### src/rtl/booth_mult_if.sv
// Operand/product handshake bundle for booth_mult_seq.
// The master side presents operands and accepts the product; the slave side is the multiplier.
interface booth_mult_if #(
  parameter int WIDTH = 8
);
  logic                   in_valid;
  logic                   in_ready;
  logic [WIDTH-1:0]       multiplicand;
  logic [WIDTH-1:0]       multiplier;
  logic                   out_valid;
  logic                   out_ready;
  logic [2*WIDTH-1:0]     product;
  logic                   busy;

  modport master (
    output in_valid, multiplicand, multiplier, out_ready,
    input  in_ready, out_valid, product, busy
  );

  modport slave (
    input  in_valid, multiplicand, multiplier, out_ready,
    output in_ready, out_valid, product, busy
  );
endinterface

### src/rtl/booth_mult_seq.sv
// Sequential signed radix-2 Booth multiplier, one step per cycle through a WIDTH-bit add/sub stage.
// Optional ZERO_SKIP_EN: a zero operand bypasses RUN and retires a zero product immediately.
//
// state  | meaning
// IDLE   | waiting for operands, in_ready high
// RUN    | one Booth add/sub + arithmetic shift per cycle
// DONE   | product valid, held until out_ready
module booth_mult_seq #(
  parameter int WIDTH = 8
) (
  input  logic         clk,
  input  logic         rst,
  booth_mult_if.slave  bus
);
  localparam int CW = $clog2(WIDTH + 1);

  typedef enum logic [1:0] {S_IDLE, S_RUN, S_DONE} state_t;

  state_t               state_q, state_d;
  logic [WIDTH-1:0]     a_q, a_d;
  logic [WIDTH-1:0]     q_q, q_d;
  logic                 q1_q, q1_d;
  logic [WIDTH-1:0]     m_q, m_d;
  logic [CW-1:0]        cnt_q, cnt_d;
  logic [2*WIDTH-1:0]   prod_q, prod_d;

  // add/sub stage signals
  logic                 do_op;
  logic                 sub;
  logic [WIDTH-1:0]     opb;
  logic [WIDTH-1:0]     sum;
  logic                 ovf;
  logic [WIDTH-1:0]     a_res;
  logic                 sign_true;

  always_comb begin
    do_op = q_q[0] ^ q1_q;
    sub   = q_q[0] & ~q1_q;
    opb   = m_q ^ {WIDTH{sub}};
    sum   = a_q + opb + {{(WIDTH-1){1'b0}}, sub};
    ovf   = (a_q[WIDTH-1] == opb[WIDTH-1]) && (sum[WIDTH-1] != a_q[WIDTH-1]);
    // The shift must carry the sign of the unwrapped result, not of the wrapped sum.
    a_res     = do_op ? sum : a_q;
    sign_true = do_op ? (sum[WIDTH-1] ^ ovf) : a_q[WIDTH-1];
  end

  always_comb begin
    state_d = state_q;
    a_d     = a_q;
    q_d     = q_q;
    q1_d    = q1_q;
    m_d     = m_q;
    cnt_d   = cnt_q;
    prod_d  = prod_q;
    unique case (state_q)
      S_IDLE: begin
        if (bus.in_valid) begin
          m_d     = bus.multiplicand;
          q_d     = bus.multiplier;
          a_d     = '0;
          q1_d    = 1'b0;
          cnt_d   = CW'(WIDTH);
          state_d = S_RUN;
`ifdef ZERO_SKIP_EN
          if ((bus.multiplicand == '0) || (bus.multiplier == '0)) begin
            prod_d  = '0;
            state_d = S_DONE;
          end
`endif
        end
      end
      S_RUN: begin
        a_d   = {sign_true, a_res[WIDTH-1:1]};
        q_d   = {a_res[0], q_q[WIDTH-1:1]};
        q1_d  = q_q[0];
        cnt_d = cnt_q - CW'(1);
        if (cnt_q == CW'(1)) begin
          prod_d  = {sign_true, a_res[WIDTH-1:1], a_res[0], q_q[WIDTH-1:1]};
          state_d = S_DONE;
        end
      end
      S_DONE: begin
        if (bus.out_ready) state_d = S_IDLE;
      end
      default: state_d = S_IDLE;
    endcase
  end

  always_ff @(posedge clk) begin
    if (rst) begin
      state_q <= S_IDLE;
      a_q     <= '0;
      q_q     <= '0;
      q1_q    <= 1'b0;
      m_q     <= '0;
      cnt_q   <= '0;
      prod_q  <= '0;
    end else begin
      state_q <= state_d;
      a_q     <= a_d;
      q_q     <= q_d;
      q1_q    <= q1_d;
      m_q     <= m_d;
      cnt_q   <= cnt_d;
      prod_q  <= prod_d;
    end
  end

  assign bus.in_ready  = (state_q == S_IDLE);
  assign bus.out_valid = (state_q == S_DONE);
  assign bus.busy      = (state_q == S_RUN);
  assign bus.product   = prod_q;
endmodule

### src/flat_wrapper.sv
// flat-port wrapper written by rule: the top's interface ports become plain ports
module booth_mult_seq_flat 
#(
  parameter int WIDTH = 8
)
  (clk, rst, bus_in_valid, bus_multiplicand, bus_multiplier, bus_out_ready, bus_in_ready, bus_out_valid, bus_product, bus_busy);
  booth_mult_if #(.WIDTH(WIDTH)) bus_i ();
  input  logic clk;
  input  logic rst;
  input wire logic [$bits(bus_i.in_valid)-1:0] bus_in_valid;
  input wire logic [$bits(bus_i.multiplicand)-1:0] bus_multiplicand;
  input wire logic [$bits(bus_i.multiplier)-1:0] bus_multiplier;
  input wire logic [$bits(bus_i.out_ready)-1:0] bus_out_ready;
  output wire logic [$bits(bus_i.in_ready)-1:0] bus_in_ready;
  output wire logic [$bits(bus_i.out_valid)-1:0] bus_out_valid;
  output wire logic [$bits(bus_i.product)-1:0] bus_product;
  output wire logic [$bits(bus_i.busy)-1:0] bus_busy;
  assign bus_i.in_valid = bus_in_valid;
  assign bus_i.multiplicand = bus_multiplicand;
  assign bus_i.multiplier = bus_multiplier;
  assign bus_i.out_ready = bus_out_ready;
  assign bus_in_ready = bus_i.in_ready;
  assign bus_out_valid = bus_i.out_valid;
  assign bus_product = bus_i.product;
  assign bus_busy = bus_i.busy;
  booth_mult_seq #(.WIDTH(WIDTH)) u_core (.clk(clk), .rst(rst), .bus(bus_i));
endmodule
### config.mk
export PLATFORM = sky130hd
export DESIGN_NAME = booth_mult_seq_flat
export DESIGN_NICKNAME = d
export VERILOG_FILES = /design/src/rtl/booth_mult_if.sv /design/src/rtl/booth_mult_seq.sv /design/src/flat_wrapper.sv
export SDC_FILE = /design/constraint.sdc
export NUM_CORES = 1
export LEC_CHECK = 0
export ABC_AREA = 1
export BUFFER_PORTS_ARGS = -buffer_cell sky130_fd_sc_hd__buf_2
export CAP_MARGIN = 0
export CORE_MARGIN = 2
export CORE_UTILIZATION = 55
export CTS_BUF_LIST = sky130_fd_sc_hd__clkbuf_4 sky130_fd_sc_hd__clkbuf_8
export DETAILED_ROUTE_END_ITERATION = 7
export GPL_ROUTABILITY_DRIVEN = 0
export GPL_TIMING_DRIVEN = 0
export PLACE_DENSITY = 0.81
export SYNTH_ARGS = -nofsm -noshare
export SYNTH_HDL_FRONTEND = slang
export SYNTH_SLANG_ARGS = --single-unit
### constraint.sdc
create_clock -name clk -period 3.05 [get_ports clk]
set_clock_uncertainty 0.1 [all_clocks]
set_input_delay 0.915 -clock clk [delete_from_list [all_inputs] [get_ports clk]]
set_output_delay 0.915 -clock clk [all_outputs]
set_load 0.01 [all_outputs]
Yosys cells after proc, flatten, opt, wreduce, memory -nomap -nowiden

Index checks and enable logic that the tools add are counted.

Input port bits: 20
Output and inout bits: 19
Flip-flop bits (word level): 47
Logic and storage cells: 44

Multiplexer cells: 14
Bitwise operators: 5
Equality and inequality tests: 8
Reduce and logical (&&, ||, !) cells: 7
$add $sub $neg: 3

Operators with widths:

| kind                | count |
|---|---|
| $pmux 8 s2          | 2 |
| $mux 8              | 3 |
| $add 8x1->8         | 1 |
| $add 8x8->8         | 1 |
| $pmux 4 s2          | 1 |
| $xor 8x8->8         | 1 |
| $mux 2              | 3 |
| $pmux 2 s3          | 1 |
| $reduce_and 2->1    | 3 |
| $eq 4x1->1 const B  | 1 |
| $mux 4              | 1 |
| $ne 2x2->1 const B  | 2 |
| $sub 4x1->4 const B | 1 |
| $reduce_and 3->1    | 1 |
| $eq 2x1->1 const B  | 1 |
| $eq 2x2->1 const B  | 1 |
| $logic_not 2->1     | 1 |
| $mux 1              | 2 |
| $ne 2x1->1 const B  | 1 |
| $pmux 1 s2          | 1 |
| $reduce_bool 2->1   | 1 |
| $xor 1x1->1         | 2 |
| $and 1x1->1         | 1 |
| $eq 1x1->1          | 1 |
| other kinds (3)     | 3 |

Longest topological paths before layout

Gate-level depths: netlist (run 1).

Depth in word-level cells: 10
Gate-level depth with buffers: 17
Gate-level depth less buffers: 16

Worst setup path before layout (run 1)

OpenSTA, ideal clock, no wires.

Path type: reg2reg
Start point: register u_core.q1_q
End point: register u_core.prod_q[11], in the netlist u_core.bus.product[11]
Data required time: 2837 ps
Setup slack: 890 ps
Path buffers: 1
Cell stages (with the launch flop): 13
Arrival: 1947 ps
Cells stage by stage: dfxtp_1 -> inv_1 -> ha_1 -> buf_6 -> xor2_1 -> fa_1 -> nand3_1 -> nand2_1 -> or2_2 -> nand3_1 -> nand2_1 -> o21ai_1 -> inv_1

Longest elaborated chain between the ends: 6
Elaborated cells on any way between the ends: 7

Ends and longest elaborated chain:

| item                   | RTL line              | source |
|---|---|---|
| from (decl)            | booth_mult_seq.sv:22  | `logic q1_q, q1_d;` |
| from (signal assigned) | booth_mult_seq.sv:102 | `q1_q <= q1_d;` |
| $not 1->1              | booth_mult_seq.sv:38  | `sub = q_q[0] & ~q1_q;` |
| $and 1x1->1            | booth_mult_seq.sv:38  |  |
| $xor 8x8->8            | booth_mult_seq.sv:39  | `opb = m_q ^ {WIDTH{sub}};` |
| $add 8x8->8            | booth_mult_seq.sv:40  | `sum = a_q + opb + {{(WIDTH-1){1'b0}}, sub};` |
| $add 8x1->8            | booth_mult_seq.sv:40  |  |
| $mux 8 *               | booth_mult_seq.sv:43  | `a_res = do_op ? sum : a_q;` |
| to (signal assigned)   | booth_mult_seq.sv:105 | `prod_q <= prod_d;` |
| to (decl)              | booth_mult_seq.sv:25  | `logic [2*WIDTH-1:0] prod_q, prod_d;` |

Every way passes the cells marked *; elsewhere a longest branch is shown, timed or not.
A chain may end at the register's enable or synchronous reset.

Final worst setup path (run 1)

Ends and elaborated chain as after synthesis.

==> results of run 1 <==
==> power groups by stage <==
stage          Sequential (mW)  Combinational, mW  Clock, mW
4_1_cts                  0.675              0.282      0.456
3_3_place_gp             0.687              0.273          0
3_5_place_dp             0.688              0.279          0
6_report                 0.676              0.283      0.461
5_1_grt                  0.680              0.323      0.483
2_1_floorplan            0.685              0.212          0
==> registers in the layout, indices dropped and copies added (netlist names) <==
name / cells
u_core.cnt_q: 4
u_core.m_q: 8
u_core.bus.product: 16
u_core.q1_q: 1
u_core.a_q: 8
u_core.q_q: 8
u_core.state_q: 2
==> stage by stage <==
step / cell area [um^2] / util, % / total power, mW / setup slack [ns]
floorplan: 2470 / - / 0.897 / 0.890
global route: 2830 / 64.9 / 1.49 / 0.539
detailed placement: 2720 / 62.5 / 0.968 / 0.717
CTS: 2830 / 64.9 / 1.41 / 0.691
finish: 2830 / 64.9 / 1.42 / 0.697
global placement: 2720 / 62.5 / 0.960 / 0.747
==> placed cells by master (no fill, tap or decap), drive strengths merged, types with 3 or more instances in the layout <==
cell type and instances:
a211oi 3, a21oi 26, xor2 6, ha 10, dfxtp 47, o21ai 16, buf 48, nor2 33
or2 4, a31oi 8, nand3 10, nand2 107, inv 32, clkbuf 9
==> synthesized netlist by cell type, types with 4 or more instances <==
cell type	count	area [um^2]
inv_1	26	97.6
nand2_1	91	342
nor2_1	29	109
o21ai_1	6	30.0
clkbuf_1	4	15.0
a21oi_2	5	43.8
o21ai_0	10	50.1
ha_1	10	125
nand2_2	14	87.6
a21oi_1	21	105
dfxtp_1	47	941
a31oi_2	6	75.1
xor2_1	6	52.6
inv_2	5	18.8
nand3_1	10	50.1
buf_2	6	30.0
==> cell families (layout without fill, tap and decap cells) <==
logic type / Yosys count / in the layout / share of synthesized area, %
fa+ha+maj: 11 / 11 / 5.87
simple gates: 156 / 156 / 28.8
flops: 47 / 47 / 38.1
xor+xnor: 7 / 7 / 2.48
buf+inv: 47 / 91 / 8.96
compound gates: 59 / 59 / 15.8
==> worst max-delay path: stages, from the launching register on <==
cell and delay, ns:
dfxtp_1 0.36, inv_1 0.05, ha_1 0.20, buf_6 0.15, xor2_1 0.17, fa_1 0.45, nand3_1 0.09, nand2_1 0.09
or2_2 0.28, nand3_1 0.07, nand2_1 0.08, o21ai_1 0.13, inv_1 0.04
==> worst max path at each step <==
stage | end | depth (start not counted) | startpoint
detailed placement | u_core.bus.product[11] | 12 | u_core.q1_q
global placement | u_core.bus.product[11] | 12 | u_core.q1_q
CTS | u_core.bus.product[11] | 12 | u_core.q1_q
floorplan | u_core.bus.product[11] | 12 | u_core.q1_q
global route | u_core.bus.product[11] | 12 | u_core.q1_q
finish | u_core.bus.product[11] | 12 | u_core.q1_q
==> per-layer routing <==
metal	wire length, um	track usage, %
met1	2450	30.8
met2	2830	41.6
met3	266	3.99
met4	123	11.9
met5	0	0
==> area by class of cell <==
cell class	count	area (um^2)
timing repair buffer	37	185
buffer	15	98.8
clock inverter	2	37.5
multi-input combinational	233	1310
inverter	32	123
tap	52	65.1
clock buffer	5	68.8
sequential	47	941
fill	391	1530
==> results.ini, run 1 <==
[status]
status=finished, final reports clean

[final_layout]
layoutNonFillerInstCount=423
n_antenna_cell=0
areaGrowthSynthToFinish_pct=14.4
nets=402
drive_gt1_share_pct=26.1

[critical_path]
path_class=reg -> reg
r2r_end=u_core.bus.product[11]
cp_max_fo=9
crit_path_start_kind=flop
end_kind=flop
reg2reg_from=u_core.q1_q
crit_arrival_ns=2.47
crit_required_ns=3.16
worstRegToRegCells=12
reg2reg_slack_ns=0.70

[synth]
netlist_instances=327
synthArstFlopShare_pct=0
synth-seq-cells=47
synth_warnings=0
ys_seq_area_share_pct=38.1
syn_area_um2=2470
synth_nets=358
synth_edf_count=0
ys.flop_type=dfxtp_1
postSynthAreaPerCell_um2=7.56
post_synth_num_cell_types=39

[routing]
drc=0
viasPerCell=5.20
wire_per_inst_um=13.4
firstDrtPassIters=4
postRouteAntennaNets=0
totalWireLength_mm=5.67
route.vias.total=2199
drt_iter0_drc=127

[grt]
antenna_found_initial=0
grt_util_all_layers_pct=24.7
grt_pass1_vias=2124
grt_max_degree=15
grt.overflow.total=0
grt_pass1_wl_mm=9.76

[floorplan]
die_w_um=71.0
initial_core_util_pct=56.8
dieHeight_um=71.0
dieArea_um2=5050
io_pins=39
core_area_um2=4350
row_count=24

[pwr]
seqPwrFrac_pct=47.6
p_per_area_nw_per_um2=502
vdd_drop_max_uv=347
clkPwrFrac_pct=32.5
p_int_mw=0.996
p_switching_mw=0.423
leakagePower_nw=1.33
power_frac_comb_pct=19.9
switching_share_pct=29.8

[timing]
tightest_slew_ns=0.647
period_share_pct=77.2
grt_setup_unrepaired=false
final.min_clock_period_ns=2.35
finalSetupTns_ns=0
fmax_mhz=425
slew_viol_final=0
setup_violations=0
holdWs_ns=0.370
hold_viol=0
slew_headroom_pct=56.9

[worst_hold_path]
whs_path_depth=2
hp-class=reg -> reg
min_to=u_core.bus.product[6]
min-delay-start=u_core.bus.product[6]

[clock_network]
cts_resized=0
clock_sinks=47
insertion_delay_ns=0.31
clockBufferDepth=2
root_buffer=clkbuf_8
post-cts-setup-buffers=0
tritoncts=built
cts_hold_buf=0
clk_pin_slew_ns=0.09
htreeDepth=2
cts_buffers=5

[place]
io_buffer_count=37
place_inst=416
dp_hpwl_mm=4.11

[flow_run]
maxCapViolCount=0

(Power assumes the default switching activity.)
==> run 2, diff against run 1 <==
--- a/config.mk
+++ b/config.mk
@@ -9,7 +9,7 @@
 export BUFFER_PORTS_ARGS = -buffer_cell sky130_fd_sc_hd__buf_2
 export CAP_MARGIN = 0
 export CORE_MARGIN = 2
-export CORE_UTILIZATION = 55
+export CORE_UTILIZATION = 53
 export CTS_BUF_LIST = sky130_fd_sc_hd__clkbuf_4 sky130_fd_sc_hd__clkbuf_8
 export DETAILED_ROUTE_END_ITERATION = 7
 export GPL_ROUTABILITY_DRIVEN = 0
==> constraint.sdc (replaced) <==
create_clock -name clk -period 2.1 [get_ports clk]
set_clock_uncertainty 0.1 [all_clocks]
set_input_delay 0.63 -clock clk [delete_from_list [all_inputs] [get_ports clk]]
set_output_delay 0.63 -clock clk [all_outputs]
set_load 0.01 [all_outputs]
==> run 2 against run 1 <==
Effect of this change:
- register-to-register slack got worse by 0.73 ns
- combinational power increased by 61%
- via count about the same
- worst setup slack got worse by 0.73 ns
- final area increased by 4.6%
- largest cell class unchanged
- the flow now finishes with violations (negative setup slack)
- sequential power increased by 45%
- power increased by 50%
- global-route usage decreased by 1.7 points
- sequential share of layout area decreased by 1.4 points
- die area increased by 3.6%
==> results.ini, run 2 (synthesis results as in run 1) <==
[pwr]
vdd_drop_max_uv=528
p_per_area_nw_per_um2=721
p_total_mw=2.13
leakagePower_nw=1.39

[floorplan]
initial_core_util_pct=56.0
die_w_um=72.3
dieHeight_um=72.3
dieArea_um2=5220
core_area_um2=4410
io_pins=39
row_count=24

[clock_network]
cts_hold_buf=0
root_buffer=clkbuf_8
clk_pin_slew_ns=0.09
htreeDepth=2
clock_sinks=47
insertion_delay_ns=0.31
clockBufferDepth=2
cts_buffers=5
tritoncts=built

[flow_run]
maxCapViolCount=0

[routing]
route.vias.total=2198
wire_per_inst_um=12.6
viasPerCell=5.06
drc=0
firstDrtPassIters=5
postRouteAntennaNets=0
drt_iter0_drc=136
totalWireLength_mm=5.47

[final_layout]
areaGrowthSynthToFinish_pct=19.7
final_common_cell=nand2_1
fin_util_pct=67.0
nets=412
largest_reg_flops=16
n_antenna_cell=0
drive_gt1_share_pct=31.7
layout_common_cells=90 x nand2_1, 45 x dfxtp_1, 43 x buf_2, 29 x nor2_1, 23 x inv_1
fill_cells=377
design_area_um2=2960

[critical_path]
path_buf_inv=3
path_class=reg -> reg
critPathTopFamily=simple AND/OR/NAND/NOR gates
crit_path_start_kind=flop
slowest_stage=dfxtp_2
cp_cell_sequence=inv_2 -> ha_4 -> buf_6 -> xor2_1 -> ha_1 -> inv_2 -> o21bai_1 -> nor2_1 -> nand2_1 -> nand2_1 -> nand2_1 -> nand2_1 -> nand2_2 -> nand2_1 -> a21oi_2
slowest_delay_ns=0.35
crit_required_ns=2.18
crit_arrival_ns=2.22
crit_top_cell=nand2_1
end_kind=flop
cp_max_fo=7

[grt]
grt_util_met3_pct=4.31
top_usage_layer=met2
grt_max_degree=17
grt_util_all_layers_pct=23.0
grt_pass1_wl_mm=9.36
grt.overflow.total=0
grt_util_met2_pct=39.2
antenna_found_initial=0
grt_pass1_vias=2098
grt_util_met1_pct=29.0

[status]
violations=negative setup slack
status=finished, violations left

[worst_hold_path]
hp-class=reg -> reg

[timing]
grt_setup_unrepaired=true
finalSetupTns_ns=-0.0984
final.min_clock_period_ns=2.14
setup_violations=4
slew_viol_final=0
slew_headroom_pct=58.3
fmax_mhz=468
period_share_pct=102
tightest_slew_ns=0.626
hold_viol=0
fin_ws_ns=-0.0370

[place]
io_buffer_count=37
dp_hpwl_mm=3.97
place_area_um2=2720
place_ws_ns=-0.172

[run 2: cell types whose count changed in the layout (fill, tap and decap cells not counted), sizes merged]
cell      previous run  this run
buf                 48        58
clkinv               0         1
clkinvlp             1         0
inv                 32        33
[run 2: through the flow]
step	hold slack, ns	instances
2_1_floorplan	0.343	327
3_3_place_gp	0.346	416
3_5_place_dp	0.351	416
4_1_cts	0.365	433
5_1_grt	0.392	434
6_report	0.361	434
[run 2: final timing paths]
check	startpoint	end	slack, ns	cells after the start
hold / removal	u_core.bus.product[4]	u_core.bus.product[4]	0.36	2
setup reg to reg	u_core.q1_q	u_core.a_q[6]	-0.04	15
hold reg to reg	u_core.bus.product[4]	u_core.bus.product[4]	0.36	2
setup / recovery	u_core.q1_q	u_core.a_q[6]	-0.04	15
[run 2: per-layer routing]
metal | wire length, um | part of all wire (%) | vias to the layer above
met5 | 0 | 0 | -
li1 | - | - | 1150
met4 | 92 | 1.7 | 0
met2 | 2700 | 49 | 59
met1 | 2390 | 44 | 979
met3 | 286 | 5.2 | 10
[run 2: worst min-delay path, cell delays in order (launching register included)]
cell	delay, ns
dfxtp_1	0.32
nand2_1	0.06
a21oi_1	0.05
[run 2: area by class of cell]
type	instances	area [um^2]	area share, %
Buffer	14	87.6	2.96
Clock buffer	5	68.8	2.33
Clock inverter	3	47.5	1.61
Inverter	32	123	4.14
Multi-Input combinational cell	233	1350	45.7
Sequential cell	47	943	31.9
Tap cell	52	65.1	2.20
Timing Repair Buffer	48	272	9.18
[run 2: where the power goes]
group / internal, mW / switching, mW
logic: 0.195 / 0.262
clock network: 0.361 / 0.334
registers: 0.940 / 0.0407
[run 2: repair_timing]
action	CTS	global route
pin swaps	14	15
gates cloned	0	0
endpoints found under the hold margin	0	0
resized for setup	7	8
endpoints found under the setup margin	12	12
setup buffers	9	2
